`src/rtl/fp_pkg.sv`:
```
// Shared IEEE-754 single-precision field widths, constants and result types
// used by the fp_mul result packer.
package fp_pkg;

  localparam int MAN_W = 23;
  localparam int EXP_W = 8;
  localparam logic [EXP_W-1:0] EXP_MAX = 8'hFF;
  localparam logic [MAN_W-1:0] QNAN_MAN = 23'h400000;

  typedef enum logic [1:0] {
    FP_NORMAL = 2'd0,
    FP_ZERO   = 2'd1,
    FP_INF    = 2'd2,
    FP_NAN    = 2'd3
  } fp_class_t;

  typedef struct packed {
    logic             sign;
    logic [EXP_W-1:0] exp;
    logic [MAN_W-1:0] man;
  } fp32_t;

endpackage

```
`src/rtl/fp_mul_result_packer_if.sv`:
```
// Bus bundle for the packer: fp_mul result input, drained output stream and
// status/control. slave = the packer, master = the environment driving it.
interface fp_mul_result_packer_if #(
  parameter int DEPTH = 8
);
  import fp_pkg::*;

  // Result side has no ready: dst_valid qualifies r_* for one cycle only.
  // Output side: a word transfers on a rising edge where out_valid and
  // out_ready are both 1; out_data/out_class hold while out_valid & !out_ready.
  logic                     dst_valid;
  logic [MAN_W-1:0]         r_man;
  logic [EXP_W-1:0]         r_exp;
  logic                     r_sign;
  logic                     out_valid;
  logic                     out_ready;
  logic [31:0]              out_data;
  logic [1:0]               out_class;
  logic [$clog2(DEPTH):0]   count;
  logic                     almost_full;
  logic                     overflow;
  logic                     clr_ovf;

  modport slave (
    input  dst_valid, r_man, r_exp, r_sign, out_ready, clr_ovf,
    output out_valid, out_data, out_class, count, almost_full, overflow
  );

  modport master (
    output dst_valid, r_man, r_exp, r_sign, out_ready, clr_ovf,
    input  out_valid, out_data, out_class, count, almost_full, overflow
  );

endinterface

```
`src/rtl/fp_result_fifo.sv`:
```
// Generic first-word-fall-through FIFO with occupancy count, registered
// almost-full flag and a drop indication for writes refused while full.
module fp_result_fifo #(
  parameter int DEPTH    = 8,
  parameter int WIDTH    = 34,
  parameter int AF_LEVEL = 4
) (
  input  logic                     clk,
  input  logic                     rstn,
  input  logic                     wr_req,
  input  logic [WIDTH-1:0]         wr_data,
  input  logic                     rd_ready,
  output logic                     rd_valid,
  output logic [WIDTH-1:0]         rd_data,
  output logic [$clog2(DEPTH):0]   count,
  output logic                     almost_full,
  output logic                     drop
);

  localparam int AW = $clog2(DEPTH);
  localparam int CW = AW + 1;

  logic [WIDTH-1:0] mem [DEPTH];
  logic [AW-1:0]    wr_ptr;
  logic [AW-1:0]    rd_ptr;
  logic [CW-1:0]    count_nxt;
  logic             full;
  logic             push;
  logic             pop;

  // A pop in the same cycle frees the slot, so a full FIFO can still accept.
  always_comb begin
    rd_valid  = (count != '0);
    full      = (count == CW'(DEPTH));
    pop       = rd_valid & rd_ready;
    push      = wr_req & (~full | pop);
    drop      = wr_req & full & ~pop;
    count_nxt = count;
    if (push && !pop)
      count_nxt = count + CW'(1);
    else if (pop && !push)
      count_nxt = count - CW'(1);
  end

  always_ff @(posedge clk or negedge rstn) begin
    if (!rstn) begin
      wr_ptr      <= '0;
      rd_ptr      <= '0;
      count       <= '0;
      almost_full <= 1'b0;
    end else begin
      if (push)
        wr_ptr <= wr_ptr + AW'(1);
      if (pop)
        rd_ptr <= rd_ptr + AW'(1);
      count       <= count_nxt;
      almost_full <= (count_nxt >= CW'(AF_LEVEL));
    end
  end

  // Storage is deliberately left out of reset.
  always_ff @(posedge clk) begin
    if (push)
      mem[wr_ptr] <= wr_data;
  end

  assign rd_data = rd_valid ? mem[rd_ptr] : '0;

endmodule

```
`src/rtl/fp_mul_result_packer.sv`:
```
// Captures fp_mul results, canonicalises/classifies them into IEEE-754
// single words and buffers them for a valid/ready consumer.
module fp_mul_result_packer
  import fp_pkg::*;
#(
  parameter int DEPTH    = 8,
  parameter int AF_SLACK = 4,
  parameter int FTZ      = 1
) (
  input  logic                   clk,
  input  logic                   rstn,
  fp_mul_result_packer_if.slave  bus
);

  fp32_t       packed_res;
  fp_class_t   res_class;
  logic [33:0] rd_data;
  logic        drop;
  logic        overflow;

  // NaNs collapse to the canonical quiet NaN; subnormals optionally flush.
  always_comb begin
    packed_res = '{sign: bus.r_sign, exp: bus.r_exp, man: bus.r_man};
    res_class  = FP_NORMAL;
    if (bus.r_exp == EXP_MAX) begin
      if (bus.r_man == '0) begin
        res_class = FP_INF;
      end else begin
        res_class      = FP_NAN;
        packed_res.man = QNAN_MAN;
      end
    end else if (bus.r_exp == '0) begin
      if (bus.r_man == '0) begin
        res_class = FP_ZERO;
      end else if (FTZ != 0) begin
        res_class      = FP_ZERO;
        packed_res.man = '0;
      end
    end
  end

  fp_result_fifo #(
    .DEPTH    (DEPTH),
    .WIDTH    (34),
    .AF_LEVEL (DEPTH - AF_SLACK)
  ) u_fifo (
    .clk         (clk),
    .rstn        (rstn),
    .wr_req      (bus.dst_valid),
    .wr_data     ({res_class, packed_res}),
    .rd_ready    (bus.out_ready),
    .rd_valid    (bus.out_valid),
    .rd_data     (rd_data),
    .count       (bus.count),
    .almost_full (bus.almost_full),
    .drop        (drop)
  );

  // A drop in the same cycle as clr_ovf keeps the flag set.
  always_ff @(posedge clk or negedge rstn) begin
    if (!rstn)
      overflow <= 1'b0;
    else if (drop)
      overflow <= 1'b1;
    else if (bus.clr_ovf)
      overflow <= 1'b0;
  end

  assign bus.out_data  = rd_data[31:0];
  assign bus.out_class = rd_data[33:32];
  assign bus.overflow  = overflow;

endmodule

```
`src/flat_wrapper.sv`:
```
// flat-port wrapper written by rule: the top's interface ports become plain ports
module fp_mul_result_packer_flat import fp_pkg::*;
#(
  parameter int DEPTH    = 8,
  parameter int AF_SLACK = 4,
  parameter int FTZ      = 1
)
  (clk, rstn, bus_dst_valid, bus_r_man, bus_r_exp, bus_r_sign, bus_out_ready, bus_clr_ovf, bus_out_valid, bus_out_data, bus_out_class, bus_count, bus_almost_full, bus_overflow);
  fp_mul_result_packer_if #(.DEPTH(DEPTH)) bus_i ();
  input  logic clk;
  input  logic rstn;
  input wire logic [$bits(bus_i.dst_valid)-1:0] bus_dst_valid;
  input wire logic [$bits(bus_i.r_man)-1:0] bus_r_man;
  input wire logic [$bits(bus_i.r_exp)-1:0] bus_r_exp;
  input wire logic [$bits(bus_i.r_sign)-1:0] bus_r_sign;
  input wire logic [$bits(bus_i.out_ready)-1:0] bus_out_ready;
  input wire logic [$bits(bus_i.clr_ovf)-1:0] bus_clr_ovf;
  output wire logic [$bits(bus_i.out_valid)-1:0] bus_out_valid;
  output wire logic [$bits(bus_i.out_data)-1:0] bus_out_data;
  output wire logic [$bits(bus_i.out_class)-1:0] bus_out_class;
  output wire logic [$bits(bus_i.count)-1:0] bus_count;
  output wire logic [$bits(bus_i.almost_full)-1:0] bus_almost_full;
  output wire logic [$bits(bus_i.overflow)-1:0] bus_overflow;
  assign bus_i.dst_valid = bus_dst_valid;
  assign bus_i.r_man = bus_r_man;
  assign bus_i.r_exp = bus_r_exp;
  assign bus_i.r_sign = bus_r_sign;
  assign bus_i.out_ready = bus_out_ready;
  assign bus_i.clr_ovf = bus_clr_ovf;
  assign bus_out_valid = bus_i.out_valid;
  assign bus_out_data = bus_i.out_data;
  assign bus_out_class = bus_i.out_class;
  assign bus_count = bus_i.count;
  assign bus_almost_full = bus_i.almost_full;
  assign bus_overflow = bus_i.overflow;
  fp_mul_result_packer #(.DEPTH(DEPTH), .AF_SLACK(AF_SLACK), .FTZ(FTZ)) u_core (.clk(clk), .rstn(rstn), .bus(bus_i));
endmodule
```
`config.mk`:
```
export PLATFORM = sky130hd
export DESIGN_NAME = fp_mul_result_packer_flat
export DESIGN_NICKNAME = d
export VERILOG_FILES = /design/src/rtl/fp_pkg.sv /design/src/rtl/fp_mul_result_packer_if.sv /design/src/rtl/fp_result_fifo.sv /design/src/rtl/fp_mul_result_packer.sv /design/src/flat_wrapper.sv
export SDC_FILE = /design/constraint.sdc
export NUM_CORES = 1
export LEC_CHECK = 0
export CORE_MARGIN = 2
export CORE_UTILIZATION = 53
export CTS_CLUSTER_SIZE = 28
export DETAILED_ROUTE_END_ITERATION = 8
export PLACE_DENSITY = 0.81
export SLEW_MARGIN = 25
export SYNTH_ARGS = -nofsm -noshare
export SYNTH_HDL_FRONTEND = slang
export SYNTH_SLANG_ARGS = --single-unit
```
`constraint.sdc`:
```
create_clock -name clk -period 4.15 [get_ports clk]
set_input_delay 0.415 -clock clk [delete_from_list [all_inputs] [get_ports clk]]
set_output_delay 0.415 -clock clk [all_outputs]
set_load 0.02 [all_outputs]
```
Yosys cells after proc, flatten, opt, wreduce, memory -nomap -nowiden
Memories as Yosys holds them, arrays and structs flattened. Index checks and enable logic that the tools add are counted.

Flip-flop bits (word level): 12. Bits in writable memories: 272. Output and inout bits: 41. Memory bits (read-only): 0. Latch bits: 0. Memories kept: 1.

Memories: u_core.u_fifo.mem (depth 8, width 34, rd ports 1, clocked after Yosys merged registers in 0, wr ports 1, RTL line fp_result_fifo.sv:23) `logic [WIDTH-1:0] mem [DEPTH];`.

$lt $le $gt $ge: 1. Divide/modulo/power cells: 0. Multiply operators: 0. Bitwise operators: 7. Equality and inequality tests: 2. Shift-type cells: 0. Reduce and logical (&&, ||, !) cells: 8. $add $sub $neg: 4. Muxes and demuxes: 14.

Operators with widths (number): $mux 23 (4); $mux 34 (1); $logic_not 23->1 (1); $eq 8x8->1 const B (1); $logic_not 8->1 (1); $mux 4 (2); $add 3x1->3 const B (2); $mux 1 (6); $add 4x1->4 const B (1); $and 1x1->1 (4); $eq 4x4->1 const B (1); $ge 4x3->1 const B (1); $reduce_bool 4->1 (1); $sub 4x1->4 const B (1); $logic_and 1x1->1 (2); $logic_not 1->1 (2); $mux 2 (1); $not 1->1 (2); $reduce_bool 2->1 (1); $or 1x1->1 (1).

Depth between registers and ports, before layout
Depth after elaboration: 9. Mapped depth: 9. Depth with buffers taken out: 8.

Modules after synthesis
Synthesis repeated with hierarchy kept, for this count alone.

Cells, all modules: 554. Area, all modules: 11375.9 µm².

Modules (own cells, without submodules): fp_result_fifo (cells each 507, times used 1, seq. area each 8443.1 µm², area an instance 10999.3 µm²); fp_mul_result_packer (cells each 47, times used 1, seq. area each 25.0 µm², area an instance 376.6 µm²).

Worst setup path before layout
Ideal clock, no wire load.

Kind: flip-flop to flip-flop. Start point: register u_core.u_fifo.count[0]. End point: memory u_core.u_fifo.mem[0][0] (enable). Required time: 3.683 ns. Path buffers: 0. Data arrival time: 3.708 ns. Stages on the path, launching flop included: 6. Path slack: -0.026 ns. Path through: dfrtp_1 -> inv_1 -> ha_1 -> nor4bb_1 -> or3_1 -> nor3_1.

Word-level cells in the longest chain between the ends: 6.

Ends and longest elaborated chain: start: declaration (RTL line fp_result_fifo.sv:15) `output logic [$clog2(DEPTH):0] count,`; start signal: assignment (RTL line fp_result_fifo.sv:56) `count <= count_nxt;`; $reduce_bool 4->1 / $eq 4x4->1 (equally long branches) (RTL line fp_result_fifo.sv:33, fp_result_fifo.sv:34); $and 1x1->1 / $not 1->1 (equally long branches) (RTL line fp_result_fifo.sv:35, fp_result_fifo.sv:36); $or 1x1->1 * (RTL line fp_result_fifo.sv:36) `push = wr_req & (~full | pop);`; $and 1x1->1 * (RTL line fp_result_fifo.sv:36); $mux 1 * (RTL line fp_result_fifo.sv:63) `if (push)`; $mux 1 (implied by the code) * (RTL line fp_result_fifo.sv:64) `mem[wr_ptr] <= wr_data;`; end: declaration (RTL line fp_result_fifo.sv:23).

Mark *: on every way between the ends. The rest lies on a longest branch, timed or not.

Worst setup path after layout
Start point: register u_core.u_fifo.rd_ptr[0]. End point: output bus_out_data[22].

Word-level cells in the longest chain between the ends: 2.

Ends and longest elaborated chain: start: declaration (RTL line fp_result_fifo.sv:25) `logic [AW-1:0] rd_ptr;`; start signal: assignment (RTL line fp_result_fifo.sv:55) `rd_ptr <= rd_ptr + AW'(1);`; $mem_v2 8x34; $mux 34 (RTL line fp_result_fifo.sv:67) `assign rd_data = rd_valid ? mem[rd_ptr] : '0;`; end: declaration (RTL line flat_wrapper.sv:19) `output wire logic [$bits(bus_i.out_data)-1:0] bus_out_data;`.

Every way passes these cells.

==> impl_metrics.toml <==
[run_status]
outcome = "completed"

[floorplanning]
die_width_um = 150
dieArea_sq_um = 22500
floorplan.die.height_um = 150
fp-row-count = 53
fp.coreArea_sq_um = 21000
count_of_pins_on_the_block_boundary = 78
start_util = 0.540

[cells_and_area]
fin_area_sq_um = 13300
nFillCells = 1394
post_route_cells_drive_above_1_share = 0.222
flow.area_growth_from_synthesis_pct = 18.0
diodes = 0
layout.nets = 688
utilization = 0.637
stdcell_count = 943

[logic_synthesis]
syn_inst = 550
yosys_warnings = 0
synthesis.area_per_instance_sq_um = 20.6
synthDistinctLibCells = 42
synth-edff-count = 272
mappedNetlistArea_sq_um = 11300
synth_top_flop_cell = "sky130_fd_sc_hd__edfxtp_1"
synth_sequential_area_ratio = 0.749
synth_area_leader_cell = "sky130_fd_sc_hd__edfxtp_1"
yosys.cell_count.top_type = "sky130_fd_sc_hd__edfxtp_1"
main_area_contributors_after_synthesis = "sky130_fd_sc_hd__edfxtp_1 72%, sky130_fd_sc_hd__mux4_2 14%, sky130_fd_sc_hd__mux2i_1 3.1%"
mappedNetlistNets = 591
synth_async_sr_flop_share = 0.0423
synth.top_cell.area_share = 0.722
yosys-top-cells-count = "272 x sky130_fd_sc_hd__edfxtp_1, 68 x sky130_fd_sc_hd__mux4_2, 45 x sky130_fd_sc_hd__nor2_1"
ys_seq_elements = 284

[global_route]
maximum_number_of_pins_on_one_net_before_global_route_repair = 46
number_of_global_route_vias_before_repair = 5993
grt_use_total = 0.209
grt_pass1_wl_um = 35000
initial_antenna_violation_count = 0
gr-total-overflow = 0

[drt]
drc_viols = 0
vias = 5644
drt_first_pass_iters = 5
detail-route-antenna-nets = 0
avgViaCountPerCell = 5.99
drt-total-wl_um = 22800
wl_per_cell_um = 24.1
drt_first_iter_violations = 480

[timing]
post-route-min-period_ps = 3590
final_max_slew_viol_count = 0
achievable-frequency_mhz = 278
finalHoldWorstSlack_ps = 248
fin_tns_setup_ps = 0
grt_setup_unrepaired = "false"
timing.final.hold_violations = 0
max_slew_margin = 0.466
setup_violations = 0
timing.final.ws_setup_ps = 559
period_share = 0.865
final.setup_skew_ps = 9.04
tightest_slew_ps = 792

[place]
number_of_buffers_inserted_by_port_buffering = 77
dp_hpwl_um = 12900
placed_cell_area_sq_um = 12500
placed_cells_incl_taps = 893
placement_stage_worst_setup_slack_ps = 1130
gpl.final_weighted_congestion = 0.749

[cts]
tritoncts_clock_tree = "yes"
cts_sinks = 284
cts_buffer_depth = 3
clk_transition_reported_paths_ps = 60
cts_hold_buf = 0
clock_tree.root_cell = "sky130_fd_sc_hd__clkbuf_16"
post_cts_resized = 0
cts_htree_levels = 1
clkLatencyLatePin_ps = 540
tritoncts.num_buffers = 27
post_cts.repair.setup_buffers = 0

[power_and_ir_drop]
vdd_drop_max_v = 0.000390
total_leakage_power_nw = 4.42
design_power_total_mw = 9.47
pwr_density_cell_nw_per_um2 = 710

[worst_setup_path]
reg2reg_depth = 6
criticalPathCategory = "reg -> out"
cp_data_arrival_time_ps = 3180
cp-start-kind = "flip-flop"
cp_data_required_time_ps = 3730
cp_max_fo = 20
cp-end-kind = "output port"

[job]
maxCapViolCount = 0

[worst_hold_path]
hp-class = "in -> async"
-- worst max-delay path: stages (launching register included) --
cell and delay (ps):
sky130_fd_sc_hd__dfrtp_4 700, sky130_fd_sc_hd__buf_4 450, sky130_fd_sc_hd__mux4_2 580, sky130_fd_sc_hd__mux2i_1 230
sky130_fd_sc_hd__nor2_1 110, sky130_fd_sc_hd__clkdlybuf4s50_1 560
-- kinds of logic (layout without fill, tap and decap cells) --
family	Yosys count	count (layout)	synth area share
flip-flops	284	284	0.749
AND/OR/NAND/NOR	110	110	0.0516
multiplexers	104	104	0.167
buffers and inverters	31	149	0.0159
AO/OA/AOI/OAI	13	13	0.00863
adder cells (fa/ha/maj)	4	4	0.00443
XOR/XNOR	4	4	0.00310
-- cell usage in the layout (no fill, tap or decap), types with 2 or more instances in the layout --
| master | n |
|---|---|
| sky130_fd_sc_hd__edfxtp_1 | 272 |
| sky130_fd_sc_hd__clkdlybuf4s50_1 | 77 |
| sky130_fd_sc_hd__mux4_2 | 68 |
| sky130_fd_sc_hd__nor2_1 | 39 |
| sky130_fd_sc_hd__mux2i_1 | 35 |
| sky130_fd_sc_hd__clkbuf_16 | 27 |
| sky130_fd_sc_hd__buf_4 | 15 |
| sky130_fd_sc_hd__nand2_1 | 13 |
| sky130_fd_sc_hd__and2_1 | 13 |
| sky130_fd_sc_hd__and2_4 | 9 |
| sky130_fd_sc_hd__dfrtp_1 | 9 |
| sky130_fd_sc_hd__clkbuf_1 | 9 |
| sky130_fd_sc_hd__nor2_4 | 7 |
| sky130_fd_sc_hd__nor4_1 | 5 |
| sky130_fd_sc_hd__inv_1 | 5 |
| sky130_fd_sc_hd__clkinv_1 | 5 |
| sky130_fd_sc_hd__nor3_1 | 4 |
| sky130_fd_sc_hd__xnor2_1 | 4 |
| sky130_fd_sc_hd__ha_1 | 4 |
| sky130_fd_sc_hd__nand4_1 | 3 |
| sky130_fd_sc_hd__o21ai_0 | 3 |
| sky130_fd_sc_hd__o21a_1 | 3 |
| sky130_fd_sc_hd__nand2b_1 | 3 |
| sky130_fd_sc_hd__bufinv_16 | 3 |
| sky130_fd_sc_hd__clkbuf_8 | 3 |
| sky130_fd_sc_hd__or4_4 | 2 |
| sky130_fd_sc_hd__and3_1 | 2 |
| sky130_fd_sc_hd__a21oi_1 | 2 |
| sky130_fd_sc_hd__clkinv_2 | 2 |
| sky130_fd_sc_hd__dfrtp_2 | 2 |
-- metal layers --
metal | up-vias | track usage | part of all wire
met5 | - | 0 | 0
met4 | 0 | 0.0722 | 0.024
met3 | 48 | 0.0326 | 0.059
met2 | 233 | 0.352 | 0.52
met1 | 2943 | 0.282 | 0.40
li1 | 2420 | - | -
-- area by class of cell --
cell class	instances	area, sq um	share of cell area
sequential	284	8470	0.635
multi-input combinational	235	2720	0.204
timing repair buffer	93	903	0.0677
clock buffer	39	751	0.0563
tap	275	344	0.0258
clock inverter	11	128	0.00956
inverter	6	22.5	0.00169
-- power by group --
part | switching (mW) | internal, mW
clock network | 0.986 | 1.44
logic | 1.67 | 1.58
registers | 0.242 | 3.55
-- state kept, by name, summed over array words and instances (netlist names), named ones only --
name                       flops
u_core.u_fifo.wr_ptr           3
u_core.u_fifo.mem            272
u_core.u_fifo.count            3
u_core.u_fifo.almost_full      1
u_core.bus.overflow            1
u_core.u_fifo.rd_ptr           3
-- final timing paths --
kind,start,endpoint,slack [ps]
hold / removal,rstn,u_core.u_fifo.rd_ptr[0]$_DFFE_PN0N_,250
setup / recovery,u_core.u_fifo.rd_ptr[0]$_DFFE_PN0N_,bus_out_data[22],560
setup reg to reg,u_core.u_fifo.count[0]$_DFF_PN0_,u_core.u_fifo.mem[6][9]$_DFFE_PP_,1420
min in group clk,bus_clr_ovf,u_core.bus.overflow$_DFFE_PN0P_,460
hold reg to reg,u_core.bus.overflow$_DFFE_PN0P_,u_core.bus.overflow$_DFFE_PN0P_,520
max in group asynchronous,rstn,u_core.u_fifo.rd_ptr[0]$_DFFE_PN0N_,3480
Power figures use the tool's default switching activity.
